--- config.mk ---
export PLATFORM = sky130hd
export DESIGN_NAME = packet_injector
export DESIGN_NICKNAME = d
export VERILOG_FILES = /design/src/rtl/packet_injector.sv
export SDC_FILE = /design/constraint.sdc
export NUM_CORES = 1
export LEC_CHECK = 0
export CAP_MARGIN = 20
export CORE_ASPECT_RATIO = 1.2
export CORE_MARGIN = 4
export CORE_UTILIZATION = 58
export CTS_CLUSTER_SIZE = 40
export DETAILED_ROUTE_END_ITERATION = 10
export GPL_TIMING_DRIVEN = 0
export MAX_ROUTING_LAYER = met4
export PLACE_DENSITY_LB_ADDON = 0.05
export SKIP_CTS_REPAIR_TIMING = 1
export SYNTH_ARGS = -nofsm -noshare
export SYNTH_HDL_FRONTEND = slang
export SYNTH_SLANG_ARGS = --single-unit
--- constraint.sdc ---
create_clock -name clk -period 3.2 [get_ports clk]
set_input_delay 0.32 -clock clk [delete_from_list [all_inputs] [get_ports clk]]
set_output_delay 0.32 -clock clk [all_outputs]
set_load 0.01 [all_outputs]
--- src/rtl/packet_injector.sv ---
// Per-node traffic source: walks the local packet table in order and injects
// head/body/tail flits into the router's local port under per-VC credit control.
module packet_injector #(
  parameter  int NODE_ID        = 0,
  parameter  int NUM_OF_ROUTERS = 16,
  parameter  int NUM_OF_VCS     = 2,
  parameter  int VCS_SIZE       = 4,
  parameter  int MAX_PACKETS    = 64,
  parameter  int FLIT_CNT_W     = 8,
  localparam int NW             = $clog2(NUM_OF_ROUTERS),
  localparam int VW             = (NUM_OF_VCS > 1) ? $clog2(NUM_OF_VCS) : 1,
  localparam int PW             = $clog2(MAX_PACKETS)
) (
  input  logic                  clk,
  input  logic                  rst,
  input  logic                  start,
  input  logic [PW:0]           num_of_packets,
  output logic [PW-1:0]         pkt_idx,
  input  logic [NW-1:0]         pkt_dest,
  input  logic [VW-1:0]         pkt_vc,
  input  logic [FLIT_CNT_W-1:0] pkt_num_of_flits,
  input  logic                  credit_valid,
  input  logic [VW-1:0]         credit_vc,
  output logic                  flit_valid,
  output logic [1:0]            flit_type,
  output logic [VW-1:0]         flit_vc,
  output logic [NW-1:0]         flit_dest,
  output logic [NW-1:0]         flit_src,
  output logic [PW-1:0]         flit_pkt_id,
  output logic [FLIT_CNT_W-1:0] flit_seq,
  output logic                  done
);

  localparam int CW = $clog2(VCS_SIZE) + 1;

  typedef enum logic [1:0] {
    IDLE = 2'd0,
    LOAD = 2'd1,
    SEND = 2'd2,
    DONE = 2'd3
  } state_t;

  state_t                  state_reg, state_next;
  logic [PW:0]             total_reg, total_next;
  logic [PW-1:0]           idx_reg, idx_next;
  logic [NW-1:0]           cur_dest_reg, cur_dest_next;
  logic [VW-1:0]           cur_vc_reg, cur_vc_next;
  logic [FLIT_CNT_W-1:0]   cur_flits_reg, cur_flits_next;
  logic [FLIT_CNT_W-1:0]   seq_reg, seq_next;

  logic                    fire;
  logic [1:0]              type_next;
  logic                    last_pkt;
  logic                    last_flit;
  logic                    credit_ok;

  logic [CW-1:0]           credits [NUM_OF_VCS];
  logic [NUM_OF_VCS-1:0]   credit_drop;

  assign pkt_idx   = idx_reg;
  assign last_pkt  = ((PW+1)'(idx_reg) + (PW+1)'(1)) == total_reg;
  assign last_flit = seq_reg == (cur_flits_reg - FLIT_CNT_W'(1));
  assign credit_ok = credits[cur_vc_reg] != '0;

  // One counter per VC; a flit taken and a credit returned in the same cycle cancel out.
  genvar gi;
  generate
    for (gi = 0; gi < NUM_OF_VCS; gi++) begin : g_credit
      logic          take;
      logic          give;
      logic [CW-1:0] cnt_reg;

      assign take = fire && (cur_vc_reg == VW'(gi));
      assign give = credit_valid && (credit_vc == VW'(gi));
      assign credit_drop[gi] = give && !take && (cnt_reg == CW'(VCS_SIZE));
      assign credits[gi] = cnt_reg;

      always_ff @(posedge clk or posedge rst) begin
        if (rst) begin
          cnt_reg <= CW'(VCS_SIZE);
        end else if (take && !give) begin
          cnt_reg <= cnt_reg - CW'(1);
        end else if (give && !take && !credit_drop[gi]) begin
          cnt_reg <= cnt_reg + CW'(1);
        end
      end
    end
  endgenerate

  // A returned credit with nowhere to go means the router and this node disagree.
  credit_overflow_chk : assert property (@(posedge clk) disable iff (rst) credit_drop == '0)
    else $error("packet_injector: credit returned on a full VC was dropped");

  always_comb begin
    state_next     = state_reg;
    total_next     = total_reg;
    idx_next       = idx_reg;
    cur_dest_next  = cur_dest_reg;
    cur_vc_next    = cur_vc_reg;
    cur_flits_next = cur_flits_reg;
    seq_next       = seq_reg;
    fire           = 1'b0;
    type_next      = 2'b00;

    case (state_reg)
      IDLE: begin
        if (start) begin
          total_next = num_of_packets;
          idx_next   = '0;
          state_next = (num_of_packets == '0) ? DONE : LOAD;
        end
      end

      LOAD: begin
        cur_dest_next  = pkt_dest;
        cur_vc_next    = pkt_vc;
        cur_flits_next = pkt_num_of_flits;
        seq_next       = '0;
        if (pkt_num_of_flits == '0) begin
          idx_next   = idx_reg + PW'(1);
          state_next = last_pkt ? DONE : LOAD;
        end else begin
          state_next = SEND;
        end
      end

      SEND: begin
        if (credit_ok) begin
          fire     = 1'b1;
          seq_next = seq_reg + FLIT_CNT_W'(1);
          if (cur_flits_reg == FLIT_CNT_W'(1)) begin
            type_next = 2'b11;
          end else if (seq_reg == '0) begin
            type_next = 2'b01;
          end else if (last_flit) begin
            type_next = 2'b10;
          end else begin
            type_next = 2'b00;
          end
          if (last_flit) begin
            idx_next   = idx_reg + PW'(1);
            state_next = last_pkt ? DONE : LOAD;
          end
        end
      end

      DONE: begin
        state_next = DONE;
      end

      default: begin
        state_next = IDLE;
      end
    endcase
  end

  always_ff @(posedge clk or posedge rst) begin
    if (rst) begin
      state_reg     <= IDLE;
      total_reg     <= '0;
      idx_reg       <= '0;
      cur_dest_reg  <= '0;
      cur_vc_reg    <= '0;
      cur_flits_reg <= '0;
      seq_reg       <= '0;
    end else begin
      state_reg     <= state_next;
      total_reg     <= total_next;
      idx_reg       <= idx_next;
      cur_dest_reg  <= cur_dest_next;
      cur_vc_reg    <= cur_vc_next;
      cur_flits_reg <= cur_flits_next;
      seq_reg       <= seq_next;
    end
  end

  // Flit fields only update on a sent flit so they hold through stalls.
  always_ff @(posedge clk or posedge rst) begin
    if (rst) begin
      flit_valid  <= 1'b0;
      flit_type   <= 2'b00;
      flit_vc     <= '0;
      flit_dest   <= '0;
      flit_src    <= '0;
      flit_pkt_id <= '0;
      flit_seq    <= '0;
      done        <= 1'b0;
    end else begin
      flit_valid <= fire;
      done       <= (state_reg == DONE);
      if (fire) begin
        flit_type   <= type_next;
        flit_vc     <= cur_vc_reg;
        flit_dest   <= cur_dest_reg;
        flit_src    <= NW'(NODE_ID);
        flit_pkt_id <= idx_reg;
        flit_seq    <= seq_reg;
      end
    end
  end

endmodule

==> results of run 1 <==
cells by family after synthesis:
logic type | after synthesis | synth area share (%)
AOI/OAI and AO/OA | 79 | 15.29
xor gates and xnor gates | 22 | 5.314
adders and majority gates | 11 | 4.210
buffers and inverters | 36 | 5.590
DFF | 65 | 44.93
muxes | 21 | 6.453
other | 1 | 0.1034
and+or+nand+nor | 137 | 18.12
power groups by stage:
stage	registers (W)	clock network [W]	logic, W
floorplan	0.00141	0	0.00138
global placement	0.00143	0	0.00191
detailed placement	0.00144	0	0.00197
CTS	0.00143	0.000614	0.00198
global route	0.00147	0.000645	0.00221
finish	0.00143	0.000601	0.00197
Yosys cell counts, types with 7 or more instances:
cell	n
ha_1	9
clkbuf_1	9
nand2_1	72
a21oi_1	14
xor2_1	10
mux2_2	19
nor3_1	9
inv_1	17
xnor2_1	12
dfrtp_1	63
nor2_1	15
o21ai_0	30
a31oi_1	7
final cells by class:
| cell class | instances | area [um^2] |
|---|---|---|
| clock inverters | 6 | 35.03 |
| clock buffers | 10 | 127.6 |
| inverters | 17 | 63.81 |
| plain buffers | 19 | 138.9 |
| flip-flops and latches | 65 | 1629 |
| well taps | 82 | 102.6 |
| repair buffers | 54 | 550.5 |
| multi-input cells | 274 | 1805 |
| fillers | 480 | 1598 |
metrics by stage:
stage / instances / util (%) / cell area, um^2
detailed placement: 511 / 70.91 / 4290
floorplan: 375 / - / 3637
CTS: 527 / 73.59 / 4453
global route: 527 / 73.59 / 4453
finish: 527 / 73.59 / 4453
global placement: 510 / 70.57 / 4270
worst paths after layout:
path	start	endpoint	cells past startpoint
setup / recovery	state_reg[0]$_DFFE_PP0P_	g_credit[1].cnt_reg[2]$_DFFE_PP1P_	11
hold / removal	rst	flit_dest[2]$_DFFE_PP0N_	2
setup reg to reg	state_reg[0]$_DFFE_PP0P_	g_credit[1].cnt_reg[2]$_DFFE_PP1P_	11
hold reg to reg	cur_dest_reg[1]$_DFFE_PP0P_	flit_dest[1]$_DFFE_PP0N_	2
max in group asynchronous	rst	g_credit[0].cnt_reg[2]$_DFFE_PP1P_	3
min in group clk	cur_dest_reg[1]$_DFFE_PP0P_	flit_dest[1]$_DFFE_PP0N_	2
layer usage:
metal / GRT usage, % / share of wire (%)
met1: 28.87 / 43
met4: 11.83 / 3.4
met3: 4.008 / 4.2
met5: - / 0
met2: 37.78 / 49
worst max-delay path, cell delays in order (launching register included):
cell and delay [ns]:
dfrtp_1 0.41, inv_1 0.10, ha_1 0.15, buf_4 0.16, nand2_1 0.16, a21oi_1 0.27, o21ai_0 0.16, fa_1 0.44
nor3b_1 0.31, a21oi_1 0.07, a21oi_1 0.14, o21ai_0 0.09
==> metrics.md, run 1 <==
| Metric | Value |
|---|---|
| Status | `finished, final reports clean` |
| IO Port Bufs | `53` |
| GRT Overall Usage | `23.62%` |
| DRT antenna net count | `0` |
| CP Launch Type | `flop` |
| Initial core utilization | `59.93%` |
| Top cell type's share of synthesized area | `43.48%` |
| Crit share post-route | `79.34%` |
| Sequential power share | `35.7%` |
| Final TNS setup | `0 ns` |
| Tmin final | `2.539 ns` |
| Synth top area cells | `dfrtp_1 (43%), nand2_1 (7.5%), mux2_2 (5.9%), o21ai_0 (4.1%), ha_1 (3.1%)` |
| Worst Tran Pin Value | `0.5871 ns` |
| Mapped Cells | `372` |
| Sequential area share after synthesis | `44.93%` |
| H-tree level count | `3` |
| Required @ worst endpoint | `3.48 ns` |
| Initial drt markers | `153` |
| Final Hold Vio Count | `0` |
| CTS tree | `done` |
| Max VDD drop | `0.5112 mV` |
| Setup slack at placement | `0.5045 ns` |
| Final WS setup | `0.6613 ns` |
| Ys flop type | `dfrtp_1` |
| Worst reg2reg setup slack | `0.66 ns` |
| Top cell type by total area after synthesis | `dfrtp_1` |
| Total grt overflow | `0` |
| Hpwl dp | `5796 um` |
| Worst setup EP type | `flop` |
| First-pass DRT Iterations | `4` |
| Io pins | `58` |
| Net Sw Power | `0.001675 W` |
| Core Region | `0.006051 mm^2` |
| Area added between synthesis and finish | `22.81%` |
| Max Fclk | `393.9 MHz` |
| Commonest non-fill, non-tap cells in the layout | `nand2_1 (72), dfrtp_1 (63), clkdlybuf4s50_1 (53)` |
| Worst hold path class | `in2async` |
| P_leak | `1.921 nW` |
| Initial antenna violation count | `0` |
| Final WL | `7902 um` |
| Gp weighted congestion | `0.8338` |
| Number of synthesized flops with an enable pin | `0` |
| Clock Latency Late Sink | `0.35 ns` |
| Power Total | `0.003997 W` |
| Post-Syn Area | `0.003626 mm^2` |
| CTS buffer count | `9` |
| Antenna cells | `0` |
| #FFs+latches synth | `65` |
| Final Max Slew Viols | `0` |
| Power per cell area | `897.6 mW/mm^2` |
| Fin nets | `476` |
| Via count | `2937` |
| Rel. slew slack | `60.80%` |
| Commonest non-fill, non-tap cell in the layout | `nand2_1` |
| WL per Instance | `14.99 um` |
| RSZ-0062 raised after global routing | `no` |
| CP Max Fanout | `9` |
| Share of post-route cells with drive strength above 1 | `13.26%` |
| Int Pwr | `0.002322 W` |
| Syn avg cell area | `9.747 um^2` |
| Kind of critical path | `reg2reg` |
| Logic pwr share | `49.3%` |
| Hold Slack | `0.3467 ns` |
| Worst Path Arrival | `2.82 ns` |
| Vias per cell | `5.573` |
| Row count | `31` |
| Clock Power Share | `15.0%` |
| Asr flop ratio synth | `100.0%` |
| Maxcap violations | `0` |
| Die Width | `80.18 um` |
| Clk buf depth | `2` |
| Clock-pin slew on the worst setup and hold paths | `0.07 ns` |
| Synth warn | `0` |
| Fin Clk Skew | `0.004948 ns` |
| Root Buffer | `clkbuf_8` |
| Setup-failing EPs final | `0` |
| Residual DRC | `0` |
| Largest net degree at the start of global routing | `40` |
| First-pass GRT wire length | `13570 um` |
| Switching share of power | `41.90%` |
| Die ar. | `0.007586 mm^2` |
| Clock sinks | `65` |
| Height of the die | `94.62 um` |
| Cell variety after synth | `59` |
| Vias in the first global route | `3051` |
No activity file was read; power rests on OpenSTA's default activity.
==> run 2, diff against run 1 <==
--- a/config.mk
+++ b/config.mk
@@ -8,7 +8,7 @@
 export CAP_MARGIN = 20
 export CORE_ASPECT_RATIO = 1.2
 export CORE_MARGIN = 4
-export CORE_UTILIZATION = 58
+export CORE_UTILIZATION = 49
 export CTS_CLUSTER_SIZE = 40
 export DETAILED_ROUTE_END_ITERATION = 10
 export GPL_TIMING_DRIVEN = 0
==> constraint.sdc (replaced) <==
create_clock -name clk -period 2.26 [get_ports clk]
set_input_delay 0.226 -clock clk [delete_from_list [all_inputs] [get_ports clk]]
set_output_delay 0.226 -clock clk [all_outputs]
set_load 0.01 [all_outputs]
==> run 2 against run 1 <==
Against the previous run:
- the flow now finishes with violations (negative setup slack)
- maximum frequency is 11% higher
- cell area is 5.6% higher
- core utilization is 8.6 points lower
- clock-buffer cell count stayed put
- clock power is 71% higher
- power is 55% higher
- sequential power is 43% higher
- clock skew is 0.0026 ns higher
==> metrics.md, run 2 (synthesis gave the netlist of run 1 again) <==
| Metric | Value |
|---|---|
| Status | `finished, violations left (was finished, final reports clean)` |
| Failing checks | `negative setup slack` |
| Final WS setup | `-0.01819 ns (was 0.6613 ns)` |
| Core Region | `0.007232 mm^2 (was 0.006051 mm^2)` |
| Crit-path cells | `or4_4, and4bb_2, o21bai_4, a41oi_4, nor3_1, mux2_4 (was inv_1, ha_1, buf_4, nand2_1, a21oi_1, o21ai_0, fa_1, nor3b_1, a21oi_1, a21oi_1, o21ai_0)` |
| Commonest non-fill, non-tap cells in the layout | `nand2_1 (71), dfrtp_1 (60), clkdlybuf4s50_1 (53) (was nand2_1 (72), dfrtp_1 (63), clkdlybuf4s50_1 (53))` |
| Die Width | `86.53 um (was 80.18 um)` |
| Delay of the slowest cell on the worst path | `0.57 ns (was 0.44 ns)` |
| Delay-heaviest family, CP | `simple AND/OR/NAND/NOR gates (was compound AO/OA/AOI/OAI gates)` |
| Core Util, Final | `65.03% (was 73.59%)` |
| Root Buffer | `clkbuf_8 (unchanged)` |
| Power per cell area | `1318 mW/mm^2 (was 897.6 mW/mm^2)` |
| Required @ worst endpoint | `2.50 ns (was 3.48 ns)` |
| Initial drt markers | `122 (was 153)` |
| Max VDD drop | `0.8769 mV (was 0.5112 mV)` |
| CP Max Fanout | `6 (was 9)` |
| Worst hold path class | `in2async (unchanged)` |
| P_leak | `2.024 nW (was 1.921 nW)` |
| Hpwl dp | `6022 um (was 5796 um)` |
| RSZ-0062 raised after global routing | `yes (was no)` |
| WL per Instance | `15.34 um (was 14.99 um)` |
| Height of the die | `102.2 um (was 94.62 um)` |
| Crit share post-route | `100.8% (was 79.34%)` |
| DRT antenna net count | `0 (unchanged)` |
| CP Launch Type | `flop (unchanged)` |
| First-pass DRT Iterations | `4 (unchanged)` |
| Crit-path slowest cell | `or4_4 (was fa_1)` |
| Power Total | `0.006200 W (was 0.003997 W)` |
| H-tree level count | `3 (unchanged)` |
| Clk buf depth | `2 (unchanged)` |
| Area added between synthesis and finish | `29.71% (was 22.81%)` |
| Initial core utilization | `50.14% (was 59.93%)` |
| Rel. slew slack | `62.86% (was 60.80%)` |
| Final WL | `8327 um (was 7902 um)` |
| Clock-pin slew on the worst setup and hold paths | `0.08 ns (was 0.07 ns)` |
| Max Fclk | `438.9 MHz (was 393.9 MHz)` |
| CTS tree | `done (unchanged)` |
| GRT Overall Usage | `21.00% (was 23.62%)` |
| Vias in the first global route | `2979 (was 3051)` |
| Clock sinks | `65 (unchanged)` |
| Clock Latency Late Sink | `0.35 ns (about the same)` |
| Antenna cells | `0 (unchanged)` |
| Fillers | `627 (was 480)` |
| Kind of critical path | `reg2reg (unchanged)` |
| Fin Clk Skew | `0.007513 ns (was 0.004948 ns)` |
| Row count | `34 (was 31)` |
| Commonest non-fill, non-tap cell in the layout | `nand2_1 (unchanged)` |
| Worst Path Arrival | `2.52 ns (was 2.82 ns)` |
| Initial antenna violation count | `0 (unchanged)` |
| Vias per cell | `5.431 (was 5.573)` |
| First-pass GRT wire length | `14000 um (was 13570 um)` |
| Maxcap violations | `0 (unchanged)` |
| Tmin final | `2.278 ns (was 2.539 ns)` |
| CTS buffer count | `9 (unchanged)` |
| Die ar. | `0.008845 mm^2 (was 0.007586 mm^2)` |
| Total grt overflow | `0 (unchanged)` |
| Final Hold Vio Count | `0 (unchanged)` |
| Worst Tran Pin Value | `0.5563 ns (was 0.5871 ns)` |
| Largest net degree at the start of global routing | `42 (was 40)` |
| Gp weighted congestion | `0.8422 (was 0.8338)` |
| Worst setup EP type | `flop (unchanged)` |
| Via count | `2949 (was 2937)` |
| Residual DRC | `0 (unchanged)` |
| Share of post-route cells with drive strength above 1 | `22.52% (was 13.26%)` |
| Final Max Slew Viols | `0 (unchanged)` |
| Crit path buf inv count | `0 (was 2)` |
| Fin nets | `484 (was 476)` |
| Setup-failing EPs final | `2 (was 0)` |
| Io pins | `58 (unchanged)` |
| IO Port Bufs | `53 (unchanged)` |
## run 2: cell count changes in the layout (fill, tap and decap cells not counted), sizes merged
cell,before,now
clkinv,4,3
clkbuf,19,16
buf,10,21
bufinv,0,1
## run 2: power breakdown
part           switching [W]  internal, W
logic                0.00162      0.00152
clock network       0.000486     0.000541
registers           0.000432      0.00161
## run 2: area by class of cell
type / instances / area [um^2] / share of cell area [%]
Sequential cell: 65 / 1633 / 34.72
Buffer: 16 / 138.9 / 2.953
Timing Repair Buffer: 65 / 633.1 / 13.46
Clock buffer: 10 / 137.6 / 2.926
Clock inverter: 6 / 67.56 / 1.437
Tap cell: 90 / 112.6 / 2.394
Inverter: 17 / 63.81 / 1.357
Multi-Input combinational cell: 274 / 1917 / 40.76
## run 2: layer usage
layer / part of all wire, % / wire length [um] / GRT usage (%)
met3: 3.0 / 252 / 3.145
met2: 51 / 4224 / 34.22
met1: 44 / 3642 / 25.62
met5: 0 / 0 / -
met4: 2.5 / 207 / 9.952
## run 2: final timing paths
| path | slack [ns] | endpoint | from | cells past startpoint |
|---|---|---|---|---|
| max reg2reg | -0.02 | pkt_idx[0]$_DFFE_PP0P_ | cur_flits_reg[3]$_DFFE_PP0P_ | 6 |
| min in group clk | 0.47 | flit_dest[0]$_DFFE_PP0N_ | cur_dest_reg[0]$_DFFE_PP0P_ | 2 |
| min | 0.24 | flit_dest[3]$_DFFE_PP0N_ | rst | 2 |
| max in group asynchronous | 1.39 | cur_flits_reg[2]$_DFFE_PP0P_ | rst | 3 |
| min reg2reg | 0.47 | flit_dest[0]$_DFFE_PP0N_ | cur_dest_reg[0]$_DFFE_PP0P_ | 2 |
| max | -0.02 | pkt_idx[0]$_DFFE_PP0P_ | cur_flits_reg[3]$_DFFE_PP0P_ | 6 |
## run 2: per-stage QoR
stage / cell area, um^2 / hold slack [ns] / instances / setup slack [ns] / TNS [ns]
4_1_cts: 4506 / 0.2521 / 535 / -0.3360 / -2.930
3_3_place_gp: 4280 / 0.4444 / 518 / -0.7618 / -50.06
2_1_floorplan: 3637 / 0.3428 / 375 / 0.04309 / 0
6_report: 4703 / 0.2415 / 543 / -0.01819 / -0.02228
3_5_place_dp: 4300 / 0.4531 / 519 / -0.3751 / -2.838
5_1_grt: 4703 / 0.3007 / 543 / -0.07337 / -0.3128
